<file path="config.mk">
export PLATFORM = sky130hd
export DESIGN_NAME = ats21_flat
export DESIGN_NICKNAME = d
export VERILOG_FILES = /design/src/rtl/ats21_if.sv /design/src/rtl/ats21.sv /design/src/flat_wrapper.sv
export SDC_FILE = /design/constraint.sdc
export NUM_CORES = 1
export LEC_CHECK = 0
export CAP_MARGIN = 20
export CORE_UTILIZATION = 30
export DETAILED_ROUTE_END_ITERATION = 7
export GPL_TIMING_DRIVEN = 0
export HOLD_SLACK_MARGIN = 0.02
export PLACE_DENSITY = 0.53
export SETUP_SLACK_MARGIN = 0.5
export SYNTH_ARGS = -nofsm -noshare
export SYNTH_HDL_FRONTEND = slang
export SYNTH_SLANG_ARGS = --single-unit
</file>
<file path="constraint.sdc">
create_clock -name clk -period 10 [get_ports clk]
set_input_delay 1 -clock clk [delete_from_list [all_inputs] [get_ports clk]]
set_output_delay 1 -clock clk [all_outputs]
set_load 0.01 [all_outputs]
</file>
<file path="src/rtl/ats21_if.sv">
// Request/response bundle between a requester and the ats21 transaction server.
`timescale 1ns/1ps
interface ats21_if;
  logic        req;
  logic [15:0] ctrlA;
  logic [15:0] ctrlB;
  logic        ready;
  logic [1:0]  stat;
  logic [23:0] data;

  modport master (output req, ctrlA, ctrlB, input ready, stat, data);
  modport slave  (input req, ctrlA, ctrlB, output ready, stat, data);
endinterface

</file>
<file path="src/rtl/ats21.sv">
// Single-request arithmetic server: add, subtract, shift-add multiply and a
// persistent 24-bit accumulator, one transaction in flight at a time.
`timescale 1ns/1ps
module ats21 (
  input  logic   clk,
  input  logic   reset,
  ats21_if.slave bus
);

  // State encoding doubles as the status code driven on stat.
  typedef enum logic [1:0] {IDLE = 2'b00, BUSY = 2'b01, DONE = 2'b10, ERROR = 2'b11} state_t;
  typedef enum logic [1:0] {OP_ADD = 2'b00, OP_SUB = 2'b01, OP_MUL = 2'b10, OP_ACC = 2'b11} op_t;

  state_t      state, state_n;
  op_t         op, op_n;
  logic [13:0] opa, opa_n;
  logic [15:0] opb, opb_n;
  logic [23:0] acc, acc_n;
  logic [23:0] data, data_n;
  logic [23:0] prod, prod_n;
  logic [23:0] mcand, mcand_n;
  logic [7:0]  mplier, mplier_n;
  logic [2:0]  cnt, cnt_n;
  logic        ready, ready_n;

  logic [24:0] acc_sum;
  logic [23:0] diff;
  logic [23:0] prod_step;

  always_ff @(posedge clk) begin
    if (reset) begin
      state  <= IDLE;
      op     <= OP_ADD;
      opa    <= '0;
      opb    <= '0;
      acc    <= '0;
      data   <= '0;
      prod   <= '0;
      mcand  <= '0;
      mplier <= '0;
      cnt    <= '0;
      ready  <= 1'b1;
    end else begin
      state  <= state_n;
      op     <= op_n;
      opa    <= opa_n;
      opb    <= opb_n;
      acc    <= acc_n;
      data   <= data_n;
      prod   <= prod_n;
      mcand  <= mcand_n;
      mplier <= mplier_n;
      cnt    <= cnt_n;
      ready  <= ready_n;
    end
  end

  always_comb begin
    state_n  = state;
    op_n     = op;
    opa_n    = opa;
    opb_n    = opb;
    acc_n    = acc;
    data_n   = data;
    prod_n   = prod;
    mcand_n  = mcand;
    mplier_n = mplier;
    cnt_n    = cnt;

    acc_sum   = (opa[0] ? 25'd0 : {1'b0, acc}) + {9'd0, opb};
    diff      = {8'd0, opb} - {10'd0, opa};
    prod_step = prod + (mplier[0] ? mcand : 24'd0);

    case (state)
      BUSY: begin
        case (op)
          OP_ADD: begin
            data_n  = {10'd0, opa} + {8'd0, opb};
            state_n = DONE;
          end
          OP_SUB: begin
            data_n  = diff;
            state_n = ({2'b00, opa} > opb) ? ERROR : DONE;
          end
          OP_MUL: begin
            // One multiplier bit per cycle; the eighth step lands the product.
            prod_n   = prod_step;
            mcand_n  = mcand << 1;
            mplier_n = mplier >> 1;
            cnt_n    = cnt + 3'd1;
            if (cnt == 3'd7) begin
              data_n  = prod_step;
              state_n = DONE;
            end
          end
          OP_ACC: begin
            acc_n   = acc_sum[23:0];
            data_n  = acc_sum[23:0];
            state_n = acc_sum[24] ? ERROR : DONE;
          end
        endcase
      end
      default: begin
        if (bus.req) begin
          op_n     = op_t'(bus.ctrlA[15:14]);
          opa_n    = bus.ctrlA[13:0];
          opb_n    = bus.ctrlB;
          prod_n   = '0;
          mcand_n  = {8'd0, bus.ctrlB};
          mplier_n = bus.ctrlA[7:0];
          cnt_n    = '0;
          state_n  = BUSY;
        end
      end
    endcase

    ready_n = (state_n != BUSY);
  end

  assign bus.ready = ready;
  assign bus.stat  = state;
  assign bus.data  = data;

endmodule

</file>
<file path="src/flat_wrapper.sv">
// flat-port wrapper written by rule: the top's interface ports become plain ports
module ats21_flat 
  (clk, reset, bus_req, bus_ctrlA, bus_ctrlB, bus_ready, bus_stat, bus_data);
  ats21_if bus_i ();
  input  logic clk;
  input  logic reset;
  input wire logic [$bits(bus_i.req)-1:0] bus_req;
  input wire logic [$bits(bus_i.ctrlA)-1:0] bus_ctrlA;
  input wire logic [$bits(bus_i.ctrlB)-1:0] bus_ctrlB;
  output wire logic [$bits(bus_i.ready)-1:0] bus_ready;
  output wire logic [$bits(bus_i.stat)-1:0] bus_stat;
  output wire logic [$bits(bus_i.data)-1:0] bus_data;
  assign bus_i.req = bus_req;
  assign bus_i.ctrlA = bus_ctrlA;
  assign bus_i.ctrlB = bus_ctrlB;
  assign bus_ready = bus_i.ready;
  assign bus_stat = bus_i.stat;
  assign bus_data = bus_i.data;
  ats21 u_core (.clk(clk), .reset(reset), .bus(bus_i));
endmodule
</file>
==> flow_summary.yaml, run 1 <==
outcome:
  status: "complete, but fails checks"
  violations: "DRC"
floorplan:
  die_w_microns: 180
  fp-row-count: 64
  coreArea_sq_mm: 0.0308
  die_h_microns: 180
  start_util_pct: 30.7
  io_pins: 62
  die_area_sq_mm: 0.0323
worst_setup_path:
  cp_cell_sequence: "clkbuf_1, clkbuf_1, nor2b_1, ha_1, fa_1, a211oi_1, o21a_1, o31ai_4, a21bo_4, nor3b_4, xor2_1, a311oi_1, nor4b_1"
  crit_type: "register to register"
  crit_arrival_ns: 4.52
  crit_required_ns: 10.31
  cp_common_cell: "clkbuf_1"
  cp_slowest_cell: "dfxtp_1"
  critical_path.top_delay_family: "compound AO/OA/AOI/OAI gates"
  critPathLaunchType: "register"
  crit_buf_inv: 2
  max_stage_delay_ns: 0.61
  cp-end-kind: "register"
  path_max_fanout: 10
drt:
  routed_wl_microns: 33900
  post_drt_wl_per_cell_microns: 19.6
  drcViolationCount: 4
  num_vias: 9378
  firstDrtPassIters: 7
  drt_iter0_drc: 863
  via_per_inst: 5.43
  ant_nets: 0
clock_tree:
  cts_sinks: 142
  clockBufferDepth: 2
  ctsHoldBuffers: 0
  cts_setup_buffers: 0
  cts_htree_levels: 4
  cts_resized: 0
  cts_tree: "yes"
  path_clk_slew_ns: 0.06
  numCtsBuffers: 17
  cts-root-buf: "clkbuf_16"
  clock_latency_ns: 0.44
sta:
  period_share_pct: 42.0
  tightestPinTransition_ns: 0.961
  skew_ns: 0.00867
  fmax_ghz: 0.238
  rsz0062_at_grt: "false"
  hold_viol_final: 0
  relSlewSlack_pct: 35.3
  post-route-min-period_ns: 4.20
  slew_viol_final: 0
  setup_tns_ns: 0
  setup_viol: 0
  holdWs_ns: 0.451
yosys:
  async_reset_ff_share_pct: 0
  synth-edff-count: 0
  synth_nets: 1347
  netlist.area_leader.share_pct: 30.0
  syn-cell-area_sq_mm: 0.00948
  syn_avg_cell_area_sq_um: 7.65
  ys.flop_type: "dfxtp_1"
  synth_cell_types: 75
  synthTopCellsByArea: "dfxtp_1 30%, ha_1 9.1%, nand2_1 7.8%"
  ys_seq_area_share_pct: 30.0
  synth_seq_cells: 142
  yosys.area.top_type: "dfxtp_1"
  synth_cells: 1239
  yosys_warnings: 0
global_route:
  antenna_found_initial: 0
  grt_max_degree: 17
  track_usage_pct: 21.0
  grt-ovfl-total: 0
  grt_pass1_vias: 8873
  grt_pass1_wl_microns: 51800
final_layout:
  nets: 1426
  layout_commonest_cell: "nand2_1"
  n_fill_cell: 3228
  final_cells: 1726
  diodes: 0
  utilization_pct: 36.4
  synthToLayoutAreaGrowth_pct: 18.4
  final_cell_mix: "198 x nand2_1, 147 x nor2_1, 142 x dfxtp_1"
  layout-drive-gt1-share_pct: 4.66
placement:
  numPortBuffers: 60
  dp_hpwl_microns: 26500
  dp.cells: 1695
  gp_routability_congestion: 0.935
min_path:
  hp-class: "register to register"
power:
  leakage_nw: 4.40
  power.total_mw: 1.71
  p_per_area_mw_per_mm2: 153
  ir_worst_vdd_mv: 0.0956
flow_run:
  cap_violations: 0
==> cells by family (layout without fill, tap and decap cells) <==
| family | after synthesis | in the layout | synth area share [%] |
|---|---|---|---|
| AO/OA/AOI/OAI | 365 | 365 | 26.4 |
| AND/OR/NAND/NOR | 484 | 484 | 22.9 |
| adder cells (fa/ha/maj) | 73 | 73 | 9.96 |
| multiplexers | 10 | 10 | 1.24 |
| XOR/XNOR | 54 | 54 | 4.99 |
| flip-flops | 142 | 142 | 30.0 |
| buffers and inverters | 111 | 202 | 4.54 |
==> flip-flops by register name (all words and copies together) (netlist names) <==
signal and cells:
u_core.bus.stat 2, u_core.opa 14, u_core.bus.ready 1, u_core.mplier 8, u_core.mcand 24, u_core.prod 24
u_core.cnt 3, u_core.op 2, u_core.bus.data 24, u_core.acc 24, u_core.opb 16
==> per-layer routing <==
| layer | GRT usage, % | vias to the layer above | wire length (microns) |
|---|---|---|---|
| met5 | 0 | - | 0 |
| met4 | 8.14 | 0 | 1010 |
| li1 | - | 4542 | - |
| met1 | 29.2 | 4449 | 16000 |
| met3 | 3.38 | 47 | 2070 |
| met2 | 32.3 | 340 | 14800 |
==> synthesized netlist by cell type, drive strengths merged, types with 27 or more instances <==
cell type  count
nand2        198
nor2         148
dfxtp        142
a21oi        110
ha            69
clkbuf        61
o21ai         60
inv           40
a22oi         36
xnor2         36
nor2b         33
and2          27
==> power breakdown <==
group          total [mW]  switching, mW  internal [mW]  leakage [nW]
logic               0.356          0.226          0.130          2.94
clock network       0.723          0.279          0.444         0.307
registers           0.634         0.0349          0.599          1.16
==> worst min-delay path, stage by stage, from the launching register on <==
cell,delay [ns]
dfxtp_1,0.30
nand2_1,0.05
a21oi_1,0.05
==> through the flow <==
step	instance area (sq um)	setup WS [ns]
2_1_floorplan	9480	6.78
3_3_place_gp	10600	5.79
3_5_place_dp	10600	5.79
4_1_cts	11200	5.77
5_1_grt	11200	5.44
6_report	11200	5.80
==> layout make-up <==
type,instances,area (sq um),area share [%]
Tap cell,396,495,4.42
Clock buffer,18,429,3.83
Buffer,70,277,2.47
Inverter,41,154,1.37
Clock inverter,13,214,1.91
Multi-Input combinational cell,986,6200,55.3
Timing Repair Buffer,60,601,5.35
Sequential cell,142,2840,25.3
==> worst paths after layout <==
path | from | end | slack [ns] | cells after the start
max | u_core.opa[0] | u_core.bus.data[22] | 5.80 | 13
min | u_core.acc[14] | u_core.acc[14] | 0.45 | 2
max reg2reg | u_core.opa[0] | u_core.bus.data[22] | 5.80 | 13
min reg2reg | u_core.acc[14] | u_core.acc[14] | 0.45 | 2
Note: power is estimated with default switching activity, not from simulation.
==> inputs of run 2 (changes only) <==
--- a/config.mk
+++ b/config.mk
@@ -10,7 +10,7 @@
 export DETAILED_ROUTE_END_ITERATION = 7
 export GPL_TIMING_DRIVEN = 0
 export HOLD_SLACK_MARGIN = 0.02
-export PLACE_DENSITY = 0.53
+export PLACE_DENSITY = 0.55
 export SETUP_SLACK_MARGIN = 0.5
 export SYNTH_ARGS = -nofsm -noshare
 export SYNTH_HDL_FRONTEND = slang
==> constraint.sdc (replaced) <==
create_clock -name clk -period 3.45 [get_ports clk]
set_input_delay 0.345 -clock clk [delete_from_list [all_inputs] [get_ports clk]]
set_output_delay 0.345 -clock clk [all_outputs]
set_load 0.01 [all_outputs]
==> flow_summary.yaml, run 2 (synthesized netlist as in run 1, its figures left out) <==
outcome:
  status: "complete, but fails checks"
  violations: "DRC"
sta:
  period_share_pct: 87.9
  hold_viol_final: 0
  relSlewSlack_pct: 37.9
  rsz0062_at_grt: "true"
  slew_viol_final: 0
  setup_viol: 0
  setup_tns_ns: 0
  post-route-min-period_ns: 3.03
  fmax_ghz: 0.330
  skew_ns: 0.00967
  tightestPinTransition_ns: 0.922
power:
  p_per_area_mw_per_mm2: 394
  leakage_nw: 4.71
  ir_worst_vdd_mv: 0.328
  power.total_mw: 4.77
global_route:
  track_usage_pct: 21.0
  grt_pass1_wl_microns: 52000
  grt_max_degree: 17
  grt-ovfl-total: 0
  grt_pass1_vias: 8978
  antenna_found_initial: 0
clock_tree:
  clock_latency_ns: 0.44
  numCtsBuffers: 17
  clockBufferDepth: 2
  ctsHoldBuffers: 0
  cts_htree_levels: 4
  cts-root-buf: "clkbuf_16"
  cts_tree: "yes"
  cts_sinks: 142
  path_clk_slew_ns: 0.06
final_layout:
  layout_commonest_cell: "nand2_1"
  diodes: 0
  layout-drive-gt1-share_pct: 14.5
  postLayoutCellArea_sq_mm: 0.0121
  synthToLayoutAreaGrowth_pct: 27.7
  final_cell_mix: "194 x nand2_1, 143 x nor2_1, 138 x dfxtp_1"
  final_cells: 1761
  nets: 1461
floorplan:
  io_pins: 62
  die_area_sq_mm: 0.0323
  coreArea_sq_mm: 0.0308
  die_h_microns: 180
  start_util_pct: 30.7
  die_w_microns: 180
  fp-row-count: 64
worst_setup_path:
  reg2regPathDepth: 13
  path_max_fanout: 7
  endpoint: "u_core.bus.data[22]"
  crit_arrival_ns: 3.38
  cp-end-kind: "register"
  crit_required_ns: 3.80
  cp_slowest_cell: "dfxtp_4"
  crit_buf_inv: 2
  reg2reg_slack_ns: 0.42
  cp_cell_sequence: "clkbuf_16, clkbuf_16, nor2b_4, ha_4, fa_2, a211oi_4, o21a_2, o31ai_4, a21bo_4, nor3b_4, xor2_1, a311oi_2, nor4b_2"
  critical_path.startpoint: "u_core.opa[0]"
  r2r_end: "u_core.bus.data[22]"
  critPathLaunchType: "register"
  r2r-start: "u_core.opa[0]"
  cp_common_cell: "clkbuf_16"
  crit_type: "register to register"
  critical_path.top_delay_family: "compound AO/OA/AOI/OAI gates"
  max_stage_delay_ns: 0.39
  crit_cells: 13
placement:
  dp_hpwl_microns: 26300
  numPortBuffers: 60
  dp.cells: 1695
  placed_area_sq_mm: 0.0106
  gp_routability_congestion: 0.924
drt:
  routed_wl_microns: 34800
  via_per_inst: 5.48
  num_vias: 9652
  firstDrtPassIters: 8
  drt_iter0_drc: 803
  ant_nets: 0
  drcViolationCount: 2
  post_drt_wl_per_cell_microns: 19.7
flow_run:
  cap_violations: 0
min_path:
  hp-class: "input port to register"
run 2: stage by stage:
step	worst slack, ns	util (%)	hold slack (ns)
final	0.418	39.3	0.436
after global routing	0.295	39.3	0.479
after CTS	0.399	37.6	0.407
after detailed placement	-0.300	34.3	0.443
after global placement	-0.304	34.3	0.439
after floorplan	0.493	-	0.432
run 2: cell type report:
type                       instances  area [sq um]
sequential                       142          2850
clock buffer                      19           443
buffer                            70           350
tap                              396           495
fill                            3139         18700
clock inverter                    12           115
timing repair buffer              95           863
inverter                          41           154
multi-input combinational        986          6830
run 2: worst min-delay path by stage:
stage / to / startpoint / slack (ns) / cells after the start
after floorplan: u_core.acc[0] / u_core.acc[0] / 0.43 / 2
after global placement: u_core.acc[5] / u_core.acc[5] / 0.44 / 2
after detailed placement: u_core.acc[0] / u_core.acc[0] / 0.44 / 2
after CTS: u_core.bus.data[19] / reset / 0.41 / 4
final: u_core.bus.data[19] / reset / 0.44 / 4
after global routing: u_core.acc[13] / u_core.acc[13] / 0.48 / 2
run 2: worst register-to-register path, cell delays in order (launching register included):
cell       delay [ns]
dfxtp_4          0.39
clkbuf_16        0.17
clkbuf_16        0.16
nor2b_4          0.13
ha_4             0.14
fa_2             0.23
a211oi_4         0.07
o21a_2           0.25
o31ai_4          0.33
a21bo_4          0.20
nor3b_4          0.25
xor2_1           0.24
a311oi_2         0.15
nor4b_2          0.25
run 2: power breakdown:
part           total (mW)  internal, mW  leakage (nW)  switching [mW]
clock network        1.81          1.01         0.254           0.798
registers            1.84          1.74          1.16           0.103
logic                1.12         0.436          3.30           0.686
run 2: timing repair:
item                                    in CTS  in global routing
hold endpoints to repair                     0                  0
pin swaps                                   21                 38
setup buffers                               18                 17
resized for setup                           60                 92
endpoints found under the setup margin      55                 31
gates cloned                                 0                  0
run 2: per-layer routing:
metal	GRT usage, %	vias up	wire (microns)
li1	-	4622	-
met1	29.3	4604	15800
met2	32.0	359	15300
met3	3.04	67	2460
met4	9.45	0	1270
met5	0	-	0
